**src/rtl/shift_unit_seq.sv**
```systemverilog
// Sequential barrel shifter: one log2 stage per clock (SLL/SRL/SRA/ROR).
// A start is accepted only while idle; the result, carry and zero flags then hold until the next completion.
module shift_unit_seq #(
  parameter int WIDTH = 8,
  parameter int SHW   = $clog2(WIDTH)
) (
  input  logic             clk,
  input  logic             rst,
  input  logic             start,
  input  logic [1:0]       mode,
  input  logic [WIDTH-1:0] A,
  input  logic [SHW-1:0]   B,
  output logic             busy,
  output logic             done,
  output logic [WIDTH-1:0] res,
  output logic             carry,
  output logic             zero
);

  localparam logic [1:0]     M_SLL  = 2'b00;
  localparam logic [1:0]     M_SRL  = 2'b01;
  localparam logic [1:0]     M_SRA  = 2'b10;
  localparam logic [SHW-1:0] K_ONE  = SHW'(1);
  localparam logic [SHW-1:0] K_LAST = SHW'(SHW - 1);

  typedef enum logic {IDLE, SHIFT} state_t;

  state_t           state, state_n;
  logic [SHW-1:0]   k;
  logic             cap_en, step_en, last;

  logic [WIDTH-1:0] a_cap;
  logic [SHW-1:0]   b_cap;
  logic [1:0]       mode_cap;
  logic [WIDTH-1:0] w, w_nxt;

  // One stage: shift by 2^k. SRA keeps the sign because every earlier
  // SRA stage already replicated the original MSB into the top bit.
  function automatic logic [WIDTH-1:0] shift_stage(input logic [WIDTH-1:0] wv,
                                                   input logic [SHW-1:0]   ks,
                                                   input logic [1:0]       m);
    logic [SHW-1:0]          amt;
    logic signed [WIDTH-1:0] ws;
    logic [2*WIDTH-1:0]      dbl;
    amt = K_ONE << ks;
    ws  = $signed(wv);
    dbl = {wv, wv} >> amt;
    case (m)
      M_SLL:   shift_stage = wv << amt;
      M_SRL:   shift_stage = wv >> amt;
      M_SRA:   shift_stage = $unsigned(ws >>> amt);
      default: shift_stage = dbl[WIDTH-1:0];
    endcase
  endfunction

  // Last bit shifted out, derived from the captured operand and amount.
  function automatic logic carry_out(input logic [WIDTH-1:0] a,
                                     input logic [SHW-1:0]   n,
                                     input logic [1:0]       m,
                                     input logic [WIDTH-1:0] r);
    logic [SHW-1:0]   nm1;
    logic [WIDTH-1:0] up, dn;
    nm1 = n - K_ONE;
    up  = a << nm1;
    dn  = a >> nm1;
    if (n == '0) begin
      carry_out = 1'b0;
    end else begin
      case (m)
        M_SLL:        carry_out = up[WIDTH-1];
        M_SRL, M_SRA: carry_out = dn[0];
        default:      carry_out = r[WIDTH-1];
      endcase
    end
  endfunction

  always_ff @(posedge clk) begin
    if (rst) state <= IDLE;
    else     state <= state_n;
  end

  always_comb begin
    state_n = state;
    cap_en  = 1'b0;
    step_en = 1'b0;
    last    = 1'b0;
    case (state)
      IDLE: begin
        if (start) begin
          cap_en  = 1'b1;
          state_n = SHIFT;
        end
      end
      SHIFT: begin
        step_en = 1'b1;
        if (k == K_LAST) begin
          last    = 1'b1;
          state_n = IDLE;
        end
      end
      default: state_n = IDLE;
    endcase
  end

  assign busy  = (state == SHIFT);
  assign w_nxt = b_cap[k] ? shift_stage(w, k, mode_cap) : w;

  always_ff @(posedge clk) begin
    if (rst) begin
      k    <= '0;
      done <= 1'b0;
    end else begin
      done <= last;
      if (cap_en)       k <= '0;
      else if (step_en) k <= k + K_ONE;
    end
  end

  // Capture and working datapath: no reset, qualified by control only.
  always_ff @(posedge clk) begin
    if (cap_en) begin
      a_cap    <= A;
      b_cap    <= B;
      mode_cap <= mode;
      w        <= A;
    end else if (step_en) begin
      w <= w_nxt;
    end
  end

  // Completion: publish result and flags together.
  always_ff @(posedge clk) begin
    if (rst) begin
      res   <= '0;
      carry <= 1'b0;
      zero  <= 1'b1;
    end else if (last) begin
      res   <= w_nxt;
      carry <= carry_out(a_cap, b_cap, mode_cap, w_nxt);
      zero  <= (w_nxt == '0);
    end
  end

endmodule

```
**config.mk**
```make
export PLATFORM = sky130hd
export DESIGN_NAME = shift_unit_seq
export DESIGN_NICKNAME = d
export VERILOG_FILES = /design/src/rtl/shift_unit_seq.sv
export SDC_FILE = /design/constraint.sdc
export NUM_CORES = 1
export LEC_CHECK = 0
export BUFFER_PORTS_ARGS = -buffer_cell sky130_fd_sc_hd__buf_2
export CORE_MARGIN = 2
export CORE_UTILIZATION = 39
export CTS_CLUSTER_SIZE = 8
export DETAILED_ROUTE_END_ITERATION = 7
export MAX_ROUTING_LAYER = met4
export SYNTH_ARGS = -nofsm -noshare
export SYNTH_HDL_FRONTEND = slang
export SYNTH_SLANG_ARGS = --single-unit
```
**constraint.sdc**
```tcl
create_clock -name clk -period 3.3 [get_ports clk]
set_input_delay 0.33 -clock clk [delete_from_list [all_inputs] [get_ports clk]]
set_output_delay 0.33 -clock clk [all_outputs]
set_load 0.05 [all_outputs]
```
Word-level counts from Yosys, hierarchy flattened
Index checks and enable logic that the tools add are counted.
Word-level totals
  word-level logic and storage cells: 45
  memories: 0
  bits in read-only memories: 0
  latch bits: 0
  input port bits: 16
  RAM bits: 0
  register bits after elaboration: 36
  output and inout port bits: 12
Cells by class
  divide/modulo/power cells: 0
  magnitude comparators: 1
  shift operators: 7
  bitwise operators: 1
  $mul: 0
  equality and inequality tests: 3
  reductions and logical operators: 6
  add/sub/neg operators: 2
  multiplexer cells: 15
Operator list (count)
  $mux W8: 3
  $pmux W8 S3: 1
  $shl A8 B3 Y8: 2
  $shr A16 B3 Y8: 1
  $logic_not A8 Y1: 1
  $mux W1: 8
  $shr A8 B3 Y1: 1
  $shr A8 B3 Y8: 1
  $sshr A8 B3 Y8: 1
  $pmux W1 S2: 2
  $reduce_or A2 Y1: 2
  $add A3 B1 Y3 const B: 1
  $eq A3 B2 Y1 const B: 1
  $logic_not A3 Y1: 1
  $lt A3 B3 Y1 const B: 1
  $shl A1 B3 Y3 const A: 1
  $sub A3 B1 Y3 const B: 1
  $bmux W1 S2: 1
  $eq A2 B1 Y1 const B: 1
  $eq A2 B2 Y1 const B: 1
  $logic_not A2 Y1: 1
  $reduce_bool A2 Y1: 1
  $not A1 Y1: 1

Logic depth before layout (Yosys ltp)
Gate-level depths: netlist of the first run.
  depth after elaboration: 6
  gate-level depth with buffers: 12
  gate-level depth less buffers: 9

Worst setup path after synthesis of the first run
No wires, ideal clock.
  kind: flip-flop to flip-flop
  from: register k[0]
  to: register w[7] (data pin)
  buffers on the path: 1
  path slack: 0.998 ns
  data arrival time: 2.033 ns
  setup time: 0.269 ns
  stages on the path, launching flop included: 9
  period minus slack after synthesis: 2.302 ns
  cells stage by stage: dfxtp_1 > inv_1 > ha_1 > nor2b_1 > buf_4 > mux4_2 > a22o_1 > a32oi_1 > a21oi_1
On the way
  cells in the longest elaborated chain, start to end: 6
  elaborated cells between the ends (all ways): 11
RTL lines
  start: declaration: line 29  | logic [SHW-1:0] k;
  start signal: assignment: line 115  | else if (step_en) k <= k + K_ONE;
  $shl A1 B3 Y3: line 45  | amt = K_ONE << ks;
  $shr A16 B3 Y8 (tied with other cells): line 47  | dbl = {wv, wv} >> amt;
  $pmux W8 S3: line 48  | case (m)
  $mux W8 (*): line 106  | assign w_nxt = b_cap[k] ? shift_stage(w, k, mode_cap) : w;
  $mux W8 (*): line 126  | end else if (step_en) begin
  $mux W8 (*): line 121  | if (cap_en) begin
  end signal: assignment: line 127  | w <= w_nxt;
  end: declaration: line 35  | logic [WIDTH-1:0] w, w_nxt;
Mark *: on every way between the ends. The rest lies on a longest branch, timed or not. The select of a mux whose other input is x is not followed.
A chain may end at the register's enable or synchronous reset.

Final worst setup path of the first run
  from: register k[1]
  to: register zero
On the way
  cells in the longest elaborated chain, start to end: 5
  elaborated cells between the ends (all ways): 13
RTL lines
  $shl A1 B3 Y3: line 45
  $shr A16 B3 Y8 (tied with other cells): line 47
  $pmux W8 S3: line 48
  $mux W8: line 106
  $logic_not A8 Y1: line 140  | zero <= (w_nxt == '0);
  end signal: assignment: line 140
  end: declaration: line 17  | output logic zero
Parallel ways exist; a longest one is shown, timed or not. The select of a mux whose other input is x is not followed.

==> results.yml, run 1 <==
global_route:
  grt_max_degree: 22
  grt_pass1_wl_um: 11400
  grt_antenna_before_repair: 0
  overflow: 0
  grt_usage: 0.198
  grt_pass1_vias: 2264
layout:
  drive_above_1_share: 0.196
  fin_cells: 391
  fin_nets: 336
  syn_to_final_growth_pct: 9.75
  nFillCells: 668
  diodes: 0
job:
  max_cap_viol_count: 0
die:
  core_sq_um: 6680
  dieWidth_um: 86.5
  dieArea_sq_um: 7490
  initial_core_util: 0.398
  row_count: 30
  io_pins: 28
  die_height_um: 86.5
detailed_routing:
  vias: 2359
  dr.pass1.iters: 5
  routed_wl_um: 7040
  via_per_inst: 6.03
  ant_nets: 0
  drt_iter0_drc: 203
  wl_per_cell_um: 18.0
  drc: 0
placement:
  dp.cells: 383
  place_congestion: 0.985
  portBuffers: 27
  dp_hpwl_um: 5140
timing:
  min_period_ps: 2930
  finClkSkew_ps: 4.93
  min_period_over_period: 0.889
  rsz0062_at_grt: "no"
  finalMaxSlewViolations: 0
  worst_slew_pin_slew_ps: 617
  tns_ps: 0
  hold_violations: 0
  slew_headroom: 0.586
  setup_viol: 0
  fmax_ghz: 0.341
clock_network:
  clk-insertion-delay-late_ps: 280
  max-clock-path-buffers: 2
  tritoncts: "built"
  clock-sinks: 36
  cts_inserted_buffers: 5
  cts_max_level: 2
  path_clk_slew_ps: 70
  root_buffer: "clkbuf_8"
  hold_buffers: 0
logic_synthesis:
  yosysTopAreaCell: "edfxtp_1"
  ys.flop_type: "edfxtp_1"
  syn_inst: 294
  synth_area_leaders: "edfxtp_1 (24%), dfxtp_1 (11%), mux4_2 (6.8%), nand2_1 (4.8%), ha_1 (4.7%)"
  synthesis.area_sq_um: 2660
  ys_async_sr_fraction: 0
  synth_common_cells: "nand2_1 (34), nor2_1 (25), edfxtp_1 (21)"
  synth_top_area_frac: 0.237
  avgSynthCellArea_sq_um: 9.04
  synth-seq-cells: 36
  synth_edf_count: 21
  synth_most_common_cell: "nand2_1"
  ys_warn_count: 0
  synth.distinct_cells: 57
  ys_seq_area_frac: 0.350
  synth_nets: 320
power:
  powerDensity_nw_per_um2: 433
  ir_drop_v: 0.000317
  p_leak_nw: 1.13
setup_path:
  crit_path_cell_trace: "inv_1 > ha_1 > nand2b_1 > mux2i_1 > a2111oi_0 > nor4_1 > a31oi_1 > nand4bb_1 > o21ai_1"
  critPathSlowestCell: "a2111oi_0"
  worstPathRequired_ps: 3470
  max_stage_delay_ps: 480
  critPathTopFamily: "compound AO/OA/AOI/OAI gates"
  worst-path-max-fanout: 15
  worst_setup_path_end_kind: "register"
  worst-path-buf-inv: 1
  cp.arrival_ps: 3100
  path_class: "register to register"
  cp-start-kind: "register"
outcome:
  outcome: "complete, no violations"
worst_hold_path:
  hp-class: "input port to register"
-- kinds of logic (layout without fill, tap and decap cells) --
group	count (synthesis)	in the layout	share of synthesized area
flops	36	36	0.350
compound gates	78	78	0.209
simple gates	104	104	0.188
mux	25	25	0.134
xor+xnor	1	1	0.00330
buf+inv	40	57	0.0678
fa+ha+maj	10	10	0.0471
-- path summary, 6_finish.rpt --
kind              end  cells after the start  startpoint  slack [ps]
max              zero                      9        k[1]         370
min reg2reg    res[6]                      2      res[6]         460
min          b_cap[1]                      1        B[1]         220
max reg2reg      zero                      9        k[1]         370
-- flip-flops by register name, indices dropped and copies added (netlist names) --
| register | cells |
|---|---|
| zero | 1 |
| carry | 1 |
| a_cap | 8 |
| done | 1 |
| mode_cap | 2 |
| b_cap | 3 |
| w | 8 |
| k | 3 |
| res | 8 |
| busy | 1 |
-- routing by layer --
| metal | wire, um | share of wire | vias to the layer above | track usage |
|---|---|---|---|---|
| li1 | - | - | 1119 | - |
| met1 | 3190 | 0.45 | 1121 | 0.261 |
| met4 | 117 | 0.017 | 0 | 0.0696 |
| met5 | 0 | 0 | - | - |
| met3 | 433 | 0.062 | 13 | 0.0324 |
| met2 | 3300 | 0.47 | 106 | 0.308 |
-- layout by cell type, fill, tap and decap left out, types with 2 or more instances in the layout --
cell      count
nand2_1      34
buf_2        27
nor2_1       25
edfxtp_1     21
a21oi_1      19
dfxtp_1      15
inv_1        12
mux2i_1      12
o21ai_0      11
nor3_1       10
ha_1         10
nand3_1       9
buf_4         9
mux4_2        8
a32oi_1       7
nand2b_1      6
a211oi_1      6
nor2b_1       5
mux2_2        5
nor4_1        5
clkbuf_8      5
o21a_1        3
o32ai_1       3
a31oi_1       3
clkinv_1      2
nand3b_1      2
o21ai_1       2
o211ai_1      2
a21o_1        2
o31ai_1       2
-- metrics by stage --
step | setup WS, ps | utilization | instance area (sq um) | total power [mW] | hold slack (ps)
2_1_floorplan | 998 | - | 2660 | 0.849 | 403
3_3_place_gp | 472 | 0.423 | 2830 | 0.958 | 444
3_5_place_dp | 441 | 0.423 | 2830 | 0.954 | 448
4_1_cts | 433 | 0.436 | 2910 | 1.26 | 212
5_1_grt | 96.8 | 0.436 | 2920 | 1.32 | 205
6_report | 366 | 0.436 | 2920 | 1.26 | 217
-- cell type report --
class                           count  area, sq um  share of cell area
Clock buffer                        5         68.8              0.0236
Multi-Input combinational cell    218         1550               0.530
Sequential cell                    36          931               0.319
Clock inverter                      3         17.5             0.00601
Timing Repair Buffer               36          203              0.0695
Inverter                           13         48.8              0.0167
Tap cell                           80          100              0.0343
-- power by group --
| group | internal (mW) | switching, mW | total, mW |
|---|---|---|---|
| logic | 0.157 | 0.215 | 0.372 |
| registers | 0.515 | 0.0700 | 0.585 |
| clock network | 0.147 | 0.158 | 0.305 |
-- timing repair --
item | 4_1_cts | 5_1_grt
gates resized for setup | 0 | 1
setup endpoints to repair | 0 | 1
hold endpoints to repair | 0 | 0
buffers inserted | 0 | 0
No activity file was read; power rests on OpenSTA's default activity.
==> run 2, diff against run 1 <==
- SLEW_MARGIN: default -> 40
- clock period: 3.3 -> 3.43 ns (I/O delays scaled with it)
==> run 2 against run 1 <==
Clock skew is 0.96 ps higher. Non-clock buffer count is 1 lower. Register-to-register slack better by 130 ps. Final area is 0.43% higher. Sequential cell count stayed put. Critical endpoint unchanged.
==> results.yml, run 2 (synthesis gave the netlist of run 1 again) <==
die:
  dieWidth_um: 86.5
  initial_core_util: 0.398
  core_sq_um: 6680
  io_pins: 28
  dieArea_sq_um: 7490
  row_count: 30
  die_height_um: 86.5
clock_network:
  clock-sinks: 36
  cts_max_level: 2
  hold_buffers: 0
  tritoncts: "built"
  path_clk_slew_ps: 70
  cts_resized: 0
  clk-insertion-delay-late_ps: 280
  root_buffer: "clkbuf_8"
  max-clock-path-buffers: 2
  cts_inserted_buffers: 5
  postCtsSetupRepairBufs: 0
detailed_routing:
  drc: 0
  dr.pass1.iters: 4
  routed_wl_um: 7140
  vias: 2365
  via_per_inst: 6.06
  ant_nets: 0
  wl_per_cell_um: 18.3
  drt_iter0_drc: 234
power:
  p_clk_frac: 0.285
  finalPower_mw: 1.28
  pwr-share-seq: 0.437
  p_int_uw: 861
  swShare: 0.327
  combPwrFrac: 0.277
  ir_drop_v: 0.000362
  powerDensity_nw_per_um2: 437
  p_leak_nw: 1.14
  p_switching_uw: 419
layout:
  layout_common_cells: "nand2_1 (34), buf_2 (27), nor2_1 (25)"
  finish.utilization: 0.438
  diodes: 0
  syn_to_final_growth_pct: 10.2
  final_common_cell: "nand2_1"
  drive_above_1_share: 0.194
  fin_nets: 335
  reg_top3: "a_cap x8, res x8, w x8"
global_route:
  grt_max_degree: 22
  grt_pass1_vias: 2325
  overflow: 0
  grt_pass1_wl_um: 11600
  grt_usage: 0.203
  grt_antenna_before_repair: 0
timing:
  rsz0062_at_grt: "no"
  fmax_ghz: 0.341
  worst_slew_pin_slew_ps: 620
  min_period_ps: 2930
  finalMaxSlewViolations: 0
  setup_viol: 0
  hold_violations: 0
  min_period_over_period: 0.855
  slew_headroom: 0.584
  tns_ps: 0
  finClkSkew_ps: 5.89
setup_path:
  worstPathRequired_ps: 3650
  cp.arrival_ps: 3150
  r2r_start: "k[0]"
  worst_setup_path_end_kind: "register"
  startpoint: "k[0]"
  worst-path-max-fanout: 13
  cp-start-kind: "register"
  path_class: "register to register"
placement:
  portBuffers: 27
  dp_hpwl_um: 5190
  place_congestion: 0.965
worst_hold_path:
  hp-class: "input port to register"
  min-delay-start: "mode[1]"
outcome:
  outcome: "complete, no violations"
job:
  max_cap_viol_count: 0
[run 2: cell types whose count changed in the layout (fill, tap and decap cells not counted)]
cell and delta:
a2111oi_0 +1, a2111oi_1 -1, buf_4 -1, bufinv_16 +1
clkbuf_1 +1, clkinv_1 -1, inv_6 -1
[run 2: metrics by stage]
stage | cell area (sq um) | instances | hold slack [ps] | setup WS (ps)
2_1_floorplan | 2660 | 294 | 416 | 1130
3_3_place_gp | 2820 | 382 | 447 | 582
3_5_place_dp | 2820 | 382 | 452 | 577
4_1_cts | 2930 | 390 | 220 | 533
5_1_grt | 2930 | 390 | 215 | 251
6_report | 2930 | 390 | 230 | 497
[run 2: power by group through the flow]
stage	combinational, mW	clock (mW)	sequential (mW)
floorplan	0.289	0	0.527
global placement	0.353	0	0.567
detailed placement	0.349	0	0.566
CTS	0.351	0.375	0.556
global route	0.391	0.389	0.562
finish	0.355	0.365	0.560
[run 2: routing by layer]
layer  vias to the layer above  GRT usage  share of wire
met5                         -          -              0
met4                         0      0.101          0.033
met3                        18     0.0324          0.073
met2                       117      0.305           0.46
met1                      1111      0.268           0.43
li1                       1119          -              -
[run 2: area by class of cell]
type / count / area [sq um]
tap: 80 / 100
inverter: 13 / 48.8
clock inverter: 2 / 35.0
clock buffer: 6 / 72.6
multi-input combinational: 218 / 1550
sequential: 36 / 931
fill: 661 / 3750
timing repair buffer: 35 / 195
[run 2: final timing paths]
path                      end  slack [ps]  cells past startpoint
setup reg to reg         zero         500                     10
hold reg to reg        res[6]         460                      2
hold / removal    mode_cap[1]         230                      1
setup / recovery         zero         500                     10
[run 2: worst max-delay path, stage by stage (launching register included)]
cell and delay, ps:
dfxtp_1 360, inv_1 130, ha_1 450, nor2b_1 370, buf_4 230, mux2i_1 340, o32ai_1 160, nor3_1 200
a32oi_1 190, a311o_1 300, o21ai_1 120
